==> config.mk <==
export PLATFORM = sky130hd
export DESIGN_NAME = spi_xfer_ctrl_flat
export DESIGN_NICKNAME = d
export VERILOG_FILES = /design/src/rtl/spi_xfer_ctrl_if.sv /design/src/rtl/spi_xfer_ctrl.sv /design/src/flat_wrapper.sv
export SDC_FILE = /design/constraint.sdc
export NUM_CORES = 1
export LEC_CHECK = 0
export CAP_MARGIN = 20
export CORE_MARGIN = 2
export CORE_UTILIZATION = 50
export CTS_CLUSTER_SIZE = 14
export DETAILED_ROUTE_END_ITERATION = 12
export PLACE_DENSITY_LB_ADDON = 0.3
export RECOVER_POWER = 25
export SLEW_MARGIN = 40
export SYNTH_ARGS = -nofsm -noshare
export SYNTH_HDL_FRONTEND = slang
export SYNTH_SLANG_ARGS = --single-unit
==> constraint.sdc <==
create_clock -name slave_clk -period 2.8 [get_ports slave_clk]
set_input_delay 0.84 -clock slave_clk [delete_from_list [all_inputs] [get_ports slave_clk]]
set_output_delay 0.84 -clock slave_clk [all_outputs]
set_load 0.05 [all_outputs]
==> src/rtl/spi_xfer_ctrl_if.sv <==
// Host-side command/response bundle for spi_xfer_ctrl.
// Both channels use valid/ready: a word moves on a rising clock edge where
// valid and ready are both high. Once valid is raised, the sender holds valid
// and its payload unchanged until that edge. Ready may be raised or lowered
// at any time, and it never depends combinationally on the valid signal.
interface spi_xfer_ctrl_if #(
  parameter int REG_WIDTH = 8,
  parameter int CW        = $clog2(REG_WIDTH)
);
  logic                 cmd_valid;
  logic                 cmd_ready;
  logic [REG_WIDTH-1:0] cmd_data;
  logic [CW:0]          cmd_size;
  logic                 rsp_valid;
  logic                 rsp_ready;
  logic [REG_WIDTH-1:0] rsp_data;
  logic                 rsp_err;

  // Host side: issues commands and takes responses.
  modport master (
    output cmd_valid, cmd_data, cmd_size, rsp_ready,
    input  cmd_ready, rsp_valid, rsp_data, rsp_err
  );

  // Controller side.
  modport slave (
    input  cmd_valid, cmd_data, cmd_size, rsp_ready,
    output cmd_ready, rsp_valid, rsp_data, rsp_err
  );
endinterface

==> src/rtl/spi_xfer_ctrl.sv <==
// spi_xfer_ctrl: queues host commands, runs one SPI engine transfer at a time,
// waits a fixed latency and captures the engine result as a response.
// The engine shares slave_clk, so the wait is cycle-counted. The engine's rstn
// is expected to be driven from ~rst at the level above, so both blocks reset
// together.
// Optional feature: define SPI_XFER_SIZE_CHECK_EN to reject a size of 0 or a
// size above REG_WIDTH. A rejected command is answered with rsp_err=1 and
// rsp_data=0, and it is never sent to the engine.
module spi_xfer_ctrl #(
  parameter int REG_WIDTH   = 8,
  parameter int CW          = $clog2(REG_WIDTH),
  parameter int DEPTH       = 4,
  parameter int CAPTURE_LAT = 3
) (
  input  logic                 slave_clk,
  input  logic                 rst,
  spi_xfer_ctrl_if.slave       host,
  output logic                 busy,
  output logic                 t_start,
  output logic [REG_WIDTH-1:0] d_in_s,
  output logic [CW:0]          t_size,
  input  logic [REG_WIDTH-1:0] d_out_s,
  output logic [1:0]           state_dbg
);
  localparam int AW = $clog2(DEPTH);
  localparam int WW = CW + 3;
  localparam int EW = CW + 1 + REG_WIDTH;

  typedef enum logic [1:0] {
    IDLE    = 2'd0,
    START   = 2'd1,
    WAIT    = 2'd2,
    CAPTURE = 2'd3
  } state_t;

  state_t               state, state_nxt;
  logic [EW-1:0]        mem [DEPTH];
  logic [AW:0]          wr_ptr, rd_ptr;
  logic                 full, empty, push, pop, load;
  logic [CW:0]          head_size;
  logic [REG_WIDTH-1:0] head_data;
  logic                 size_bad, cap_err;
  logic [WW-1:0]        wcnt, wcnt_nxt;
  logic                 rsp_valid, rsp_err;
  logic [REG_WIDTH-1:0] rsp_data;

  assign empty          = (wr_ptr == rd_ptr);
  assign full           = (wr_ptr[AW] != rd_ptr[AW]) && (wr_ptr[AW-1:0] == rd_ptr[AW-1:0]);
  // Ready looks only at full, so a pop in the same cycle never frees a slot early.
  assign host.cmd_ready = !full && !rst;
  assign push           = host.cmd_valid && host.cmd_ready;
  assign {head_size, head_data} = mem[rd_ptr[AW-1:0]];

`ifdef SPI_XFER_SIZE_CHECK_EN
  localparam logic [CW:0] MAX_SIZE = (CW+1)'(REG_WIDTH);
  assign size_bad = (head_size == '0) || (head_size > MAX_SIZE);
`else
  assign size_bad = 1'b0;
`endif

  assign busy           = (state != IDLE) || !empty;
  assign state_dbg      = state;
  assign host.rsp_valid = rsp_valid;
  assign host.rsp_data  = rsp_data;
  assign host.rsp_err   = rsp_err;

  // FIFO storage. Entries are not reset because the pointers gate every read.
  always_ff @(posedge slave_clk) begin
    if (push) mem[wr_ptr[AW-1:0]] <= {host.cmd_size, host.cmd_data};
  end

  // FIFO pointers. A push into an empty FIFO becomes visible one cycle later.
  always_ff @(posedge slave_clk) begin
    if (rst) begin
      wr_ptr <= '0;
      rd_ptr <= '0;
    end else begin
      if (push) wr_ptr <= wr_ptr + 1'b1;
      if (pop)  rd_ptr <= rd_ptr + 1'b1;
    end
  end

  // State register.
  always_ff @(posedge slave_clk) begin
    if (rst) state <= IDLE;
    else     state <= state_nxt;
  end

  // Next state, pop/load decode and wait counter update. The count already
  // runs during START. That makes CAPTURE land t_size+CAPTURE_LAT cycles
  // after START, so rsp_valid rises t_size+CAPTURE_LAT+2 cycles after the pop.
  always_comb begin
    state_nxt = state;
    pop       = 1'b0;
    load      = 1'b0;
    wcnt_nxt  = wcnt;
    case (state)
      IDLE: begin
        if (!empty && !rsp_valid) begin
          pop = 1'b1;
          if (size_bad) begin
            state_nxt = CAPTURE;
          end else begin
            load      = 1'b1;
            state_nxt = START;
            wcnt_nxt  = WW'(head_size) + WW'(CAPTURE_LAT) - WW'(1);
          end
        end
      end
      START: begin
        if (wcnt == '0) begin
          state_nxt = CAPTURE;
        end else begin
          wcnt_nxt  = wcnt - WW'(1);
          state_nxt = WAIT;
        end
      end
      WAIT: begin
        if (wcnt == '0) state_nxt = CAPTURE;
        else            wcnt_nxt  = wcnt - WW'(1);
      end
      CAPTURE: state_nxt = IDLE;
      default: state_nxt = IDLE;
    endcase
  end

  // Registered engine drive, wait counter and response holding register.
  always_ff @(posedge slave_clk) begin
    if (rst) begin
      t_start   <= 1'b0;
      d_in_s    <= '0;
      t_size    <= '0;
      wcnt      <= '0;
      cap_err   <= 1'b0;
      rsp_valid <= 1'b0;
      rsp_data  <= '0;
      rsp_err   <= 1'b0;
    end else begin
      t_start <= load;
      wcnt    <= wcnt_nxt;
      if (load) begin
        d_in_s <= head_data;
        t_size <= head_size;
      end
      if (pop) cap_err <= size_bad;
      if (state == CAPTURE) begin
        rsp_valid <= 1'b1;
        rsp_data  <= cap_err ? '0 : d_out_s;
        rsp_err   <= cap_err;
      end else if (rsp_valid && host.rsp_ready) begin
        rsp_valid <= 1'b0;
      end
    end
  end
endmodule

==> src/flat_wrapper.sv <==
// flat-port wrapper written by rule: the top's interface ports become plain ports
module spi_xfer_ctrl_flat 
#(
  parameter int REG_WIDTH   = 8,
  parameter int CW          = $clog2(REG_WIDTH),
  parameter int DEPTH       = 4,
  parameter int CAPTURE_LAT = 3
)
  (slave_clk, rst, busy, t_start, d_in_s, t_size, d_out_s, state_dbg, host_cmd_valid, host_cmd_data, host_cmd_size, host_rsp_ready, host_cmd_ready, host_rsp_valid, host_rsp_data, host_rsp_err);
  spi_xfer_ctrl_if #(.REG_WIDTH(REG_WIDTH), .CW(CW)) host_i ();
  input  logic slave_clk;
  input  logic rst;
  output logic busy;
  output logic t_start;
  output logic [REG_WIDTH-1:0] d_in_s;
  output logic [CW:0] t_size;
  input  logic [REG_WIDTH-1:0] d_out_s;
  output logic [1:0] state_dbg;
  input wire logic [$bits(host_i.cmd_valid)-1:0] host_cmd_valid;
  input wire logic [$bits(host_i.cmd_data)-1:0] host_cmd_data;
  input wire logic [$bits(host_i.cmd_size)-1:0] host_cmd_size;
  input wire logic [$bits(host_i.rsp_ready)-1:0] host_rsp_ready;
  output wire logic [$bits(host_i.cmd_ready)-1:0] host_cmd_ready;
  output wire logic [$bits(host_i.rsp_valid)-1:0] host_rsp_valid;
  output wire logic [$bits(host_i.rsp_data)-1:0] host_rsp_data;
  output wire logic [$bits(host_i.rsp_err)-1:0] host_rsp_err;
  assign host_i.cmd_valid = host_cmd_valid;
  assign host_i.cmd_data = host_cmd_data;
  assign host_i.cmd_size = host_cmd_size;
  assign host_i.rsp_ready = host_rsp_ready;
  assign host_cmd_ready = host_i.cmd_ready;
  assign host_rsp_valid = host_i.rsp_valid;
  assign host_rsp_data = host_i.rsp_data;
  assign host_rsp_err = host_i.rsp_err;
  spi_xfer_ctrl #(.REG_WIDTH(REG_WIDTH), .CW(CW), .DEPTH(DEPTH), .CAPTURE_LAT(CAPTURE_LAT)) u_core (.slave_clk(slave_clk), .rst(rst), .host(host_i), .busy(busy), .t_start(t_start), .d_in_s(d_in_s), .t_size(t_size), .d_out_s(d_out_s), .state_dbg(state_dbg));
endmodule
==> qor.txt <==
Dpl cell area -> 0.00434 mm2
NetSw -> 1.85 mW
Tmin final -> 2.60 ns
Part of the power in combinational logic -> 0.449
Sequential share of power -> 0.344
XOR/XNOR Fraction of Synth Area -> 0.0240
Fmax -> 0.384 GHz
Buf+Inv Stages, Crit Path -> 1
Slew HR -> 0.584
Max Cap Viol -> 0
Final number of setup-violating endpoints -> 0
Seq/Total Area, Yosys -> 0.604
WL final -> 6870 um
Chip Width -> 89.4 um
Cts bufs inserted -> 9
Worst setup EP type -> output port
Core Box Area -> 0.00714 mm2
Main combinational cell family by area after synthesis -> multiplexers
Area leader, netlist -> edfxtp_1
Initial DRC count -> 84
Clock skew -> 0.00803 ns
Power Density -> 1040 mW/mm2
Fin. Hold Viols -> 0
Setup ws final -> 0.196 ns
Final setup TNS -> 0 ns
Bufs on Longest Clock Path -> 2
ANT nets after route -> 0
Primary FF master, synth -> edfxtp_1
RSZ-0062 raised after global routing -> no
CP delay by family, top -> XOR/XNOR gates
Row cnt -> 31
Commonest cells post-synth -> 48 x edfxtp_1, 38 x dfxtp_1, 35 x nor2_1, 26 x mux2i_1
First-pass DRT Iterations -> 4
Die Height -> 89.4 um
Post-synth top area share -> 0.395
DR vias/cell -> 5.24
CP max-delay cell -> xnor2_1
CTS tree -> yes
Remaining DRCs -> 0
CP Data Required Time -> 1.96 ns
Clock sinks -> 86
Setup Fix Bufs, Post-CTS -> 0
Fillers -> 555
Crit share post-route -> 0.930
Multi-input gate area -> 0.00136 mm2
DP Worst Slack -> 0.260 ns
CP peak stage delay -> 0.53 ns
Synth-to-layout area growth -> 25.5%
Critical Path Sink -> busy
Largest net degree at the start of global routing -> 39
IO Pins -> 51
WS Path Type -> flop to output port
Vias -> 2241
PortBufs -> 49
Clock Tree Root -> clkbuf_8
Worst slew pin tran -> 0.619 ns
Number of synthesized flops with an enable pin -> 48
Clock share of power -> 0.207
Total routing usage reported by global routing -> 0.191
FFs w/ async S/R, synth -> 0
Post-synthesis mux area share -> 0.152
R2R setup slack -> 0.37 ns
Placer Congestion -> 0.810
Initial core utilization -> 0.511
Synthesized instance count -> 266
Worst skew pair latency -> 0.35 ns
Cell with the most instances after synthesis -> edfxtp_1
#FFs+latches synth -> 86
Final Max Tran Viols -> 0
Ranking of synthesized cells by area -> edfxtp_1 40%, dfxtp_1 21%, mux4_2 7.4%, mux2i_1 7.1%, ha_1 4.1%
P_leak -> 1.61 nW
Synthesized area per cell -> 13.7 um2
Maximum vdd drop -> 0.628 mV
First-pass GRT wire length -> 11200 um
Status -> complete, no violations
Die Area -> 0.00799 mm2
Crit Reg-Reg Endpoint -> u_core.wcnt[5]
Grt total ovfl -> 0
Compound-Gate Fraction of Synth Area -> 0.0666
Crit path launch type -> flop
Crit path arrival time -> 1.76 ns
Clock slew at reported path FFs -> 0.09 ns
Sw frac -> 0.390
Ant. Diodes -> 0
Critical path depth -> 3
Antenna violations before repair -> 0
Post-synthesis simple-gate area fraction -> 0.0841
Worst r2r path cells -> 7
Yosys cell types -> 47
Fin nets -> 360
Worst-path fanout max -> 5
Yosys warning total -> 0
CP Launch Point -> u_core.wr_ptr[1]
Design area -> 0.00458 mm2
Power Internal -> 2.90 mW
HPWL after DPL -> 4620 um
Hold Path Class -> flop to flop
Mapped Area -> 0.00365 mm2
Layout cells sized above 1 -> 0.143
Max H-tree Level -> 3
Number of global-route vias before repair -> 2225
CP cell instances -> xnor2_1 > nand4_1 > buf_4
FF+latch area -> 0.00220 mm2
Routed len/inst -> 16.1 um
Net count after synthesis -> 302
Adder-cell area share of the yosys netlist -> 0.0412
==> cell families after synthesis <==
logic type      after synthesis
flops                        86
simple gates                 64
mux                          40
compound gates               30
buf+inv                      23
fa+ha+maj                    12
xor+xnor                     10
other cells                   1
==> cells in the final DEF, fill, tap and decap left out, types with 5 or more instances in the layout <==
cell type	count
mux2i_1	26
nand2_1	8
buf_4	7
and2_1	7
clkbuf_8	9
xnor2_1	5
inv_1	11
clkdlybuf4s50_1	37
mux4_2	12
dlygate4sd3_1	10
dfxtp_1	38
nor2_1	35
buf_12	5
edfxtp_1	48
ha_1	12
==> tightest hold or removal path, stage by stage, from the launching register on <==
cell     delay [ns]
dfxtp_1        0.33
nand2_1        0.06
a21oi_1        0.05
==> area by class of cell <==
class / count / area share
Multi-Input combinational cell: 157 / 0.297
Clock inverter: 7 / 0.0227
Tap cell: 99 / 0.0271
Clock buffer: 9 / 0.0271
Timing Repair Buffer: 59 / 0.136
Inverter: 11 / 0.00902
Sequential cell: 86 / 0.481
==> layer usage <==
metal,wire (um),vias to the layer above,track usage
li1,-,1092,-
met1,3150,1089,0.259
met2,3320,52,0.306
met3,317,8,0.0499
met4,78,0,0.0529
met5,0,-,0
==> registers in the layout, summed over array words and instances (netlist names), named ones only <==
register and flops:
u_core.wcnt 6, u_core.mem 48, u_core.d_in_s 8, u_core.host.rsp_data 8, u_core.state_dbg 2, u_core.rd_ptr 3
u_core.wr_ptr 3, u_core.t_size 4, u_core.host.rsp_valid 1, u_core.t_start 1
==> power by group through the flow <==
stage	combinational [mW]	clock, mW	sequential [mW]
2_1_floorplan	1.32	0	1.93
3_3_place_gp	2.09	0	1.65
3_5_place_dp	2.12	0	1.66
4_1_cts	2.13	1.02	1.63
5_1_grt	2.34	1.06	1.65
6_report	2.13	0.984	1.63
==> stage by stage <==
step	total power [mW]	std cells	utilization	hold WS (ns)
after floorplan	3.24	266	-	0.445
after global placement	3.75	412	0.608	0.471
after detailed placement	3.78	412	0.608	0.473
after CTS	4.78	428	0.640	0.486
after global routing	5.05	428	0.641	0.524
final	4.75	428	0.641	0.482
==> worst min-delay path by stage <==
stage | cells after the start | from | slack [ns] | end
final | 2 | u_core.wcnt[2] | 0.48 | u_core.wcnt[2]
after global routing | 2 | u_core.host.rsp_data[1] | 0.52 | u_core.host.rsp_data[1]
after CTS | 2 | u_core.wcnt[0] | 0.49 | u_core.wcnt[0]
after detailed placement | 2 | u_core.wcnt[0] | 0.47 | u_core.wcnt[0]
after global placement | 2 | u_core.wcnt[2] | 0.47 | u_core.wcnt[2]
after floorplan | 2 | u_core.wcnt[2] | 0.45 | u_core.wcnt[2]
==> timing repair <==
item	4_1_cts	5_1_grt
hold buffers	0	0
setup endpoints to repair	0	1
gates resized for setup	0	1
Power figures use the tool's default switching activity.
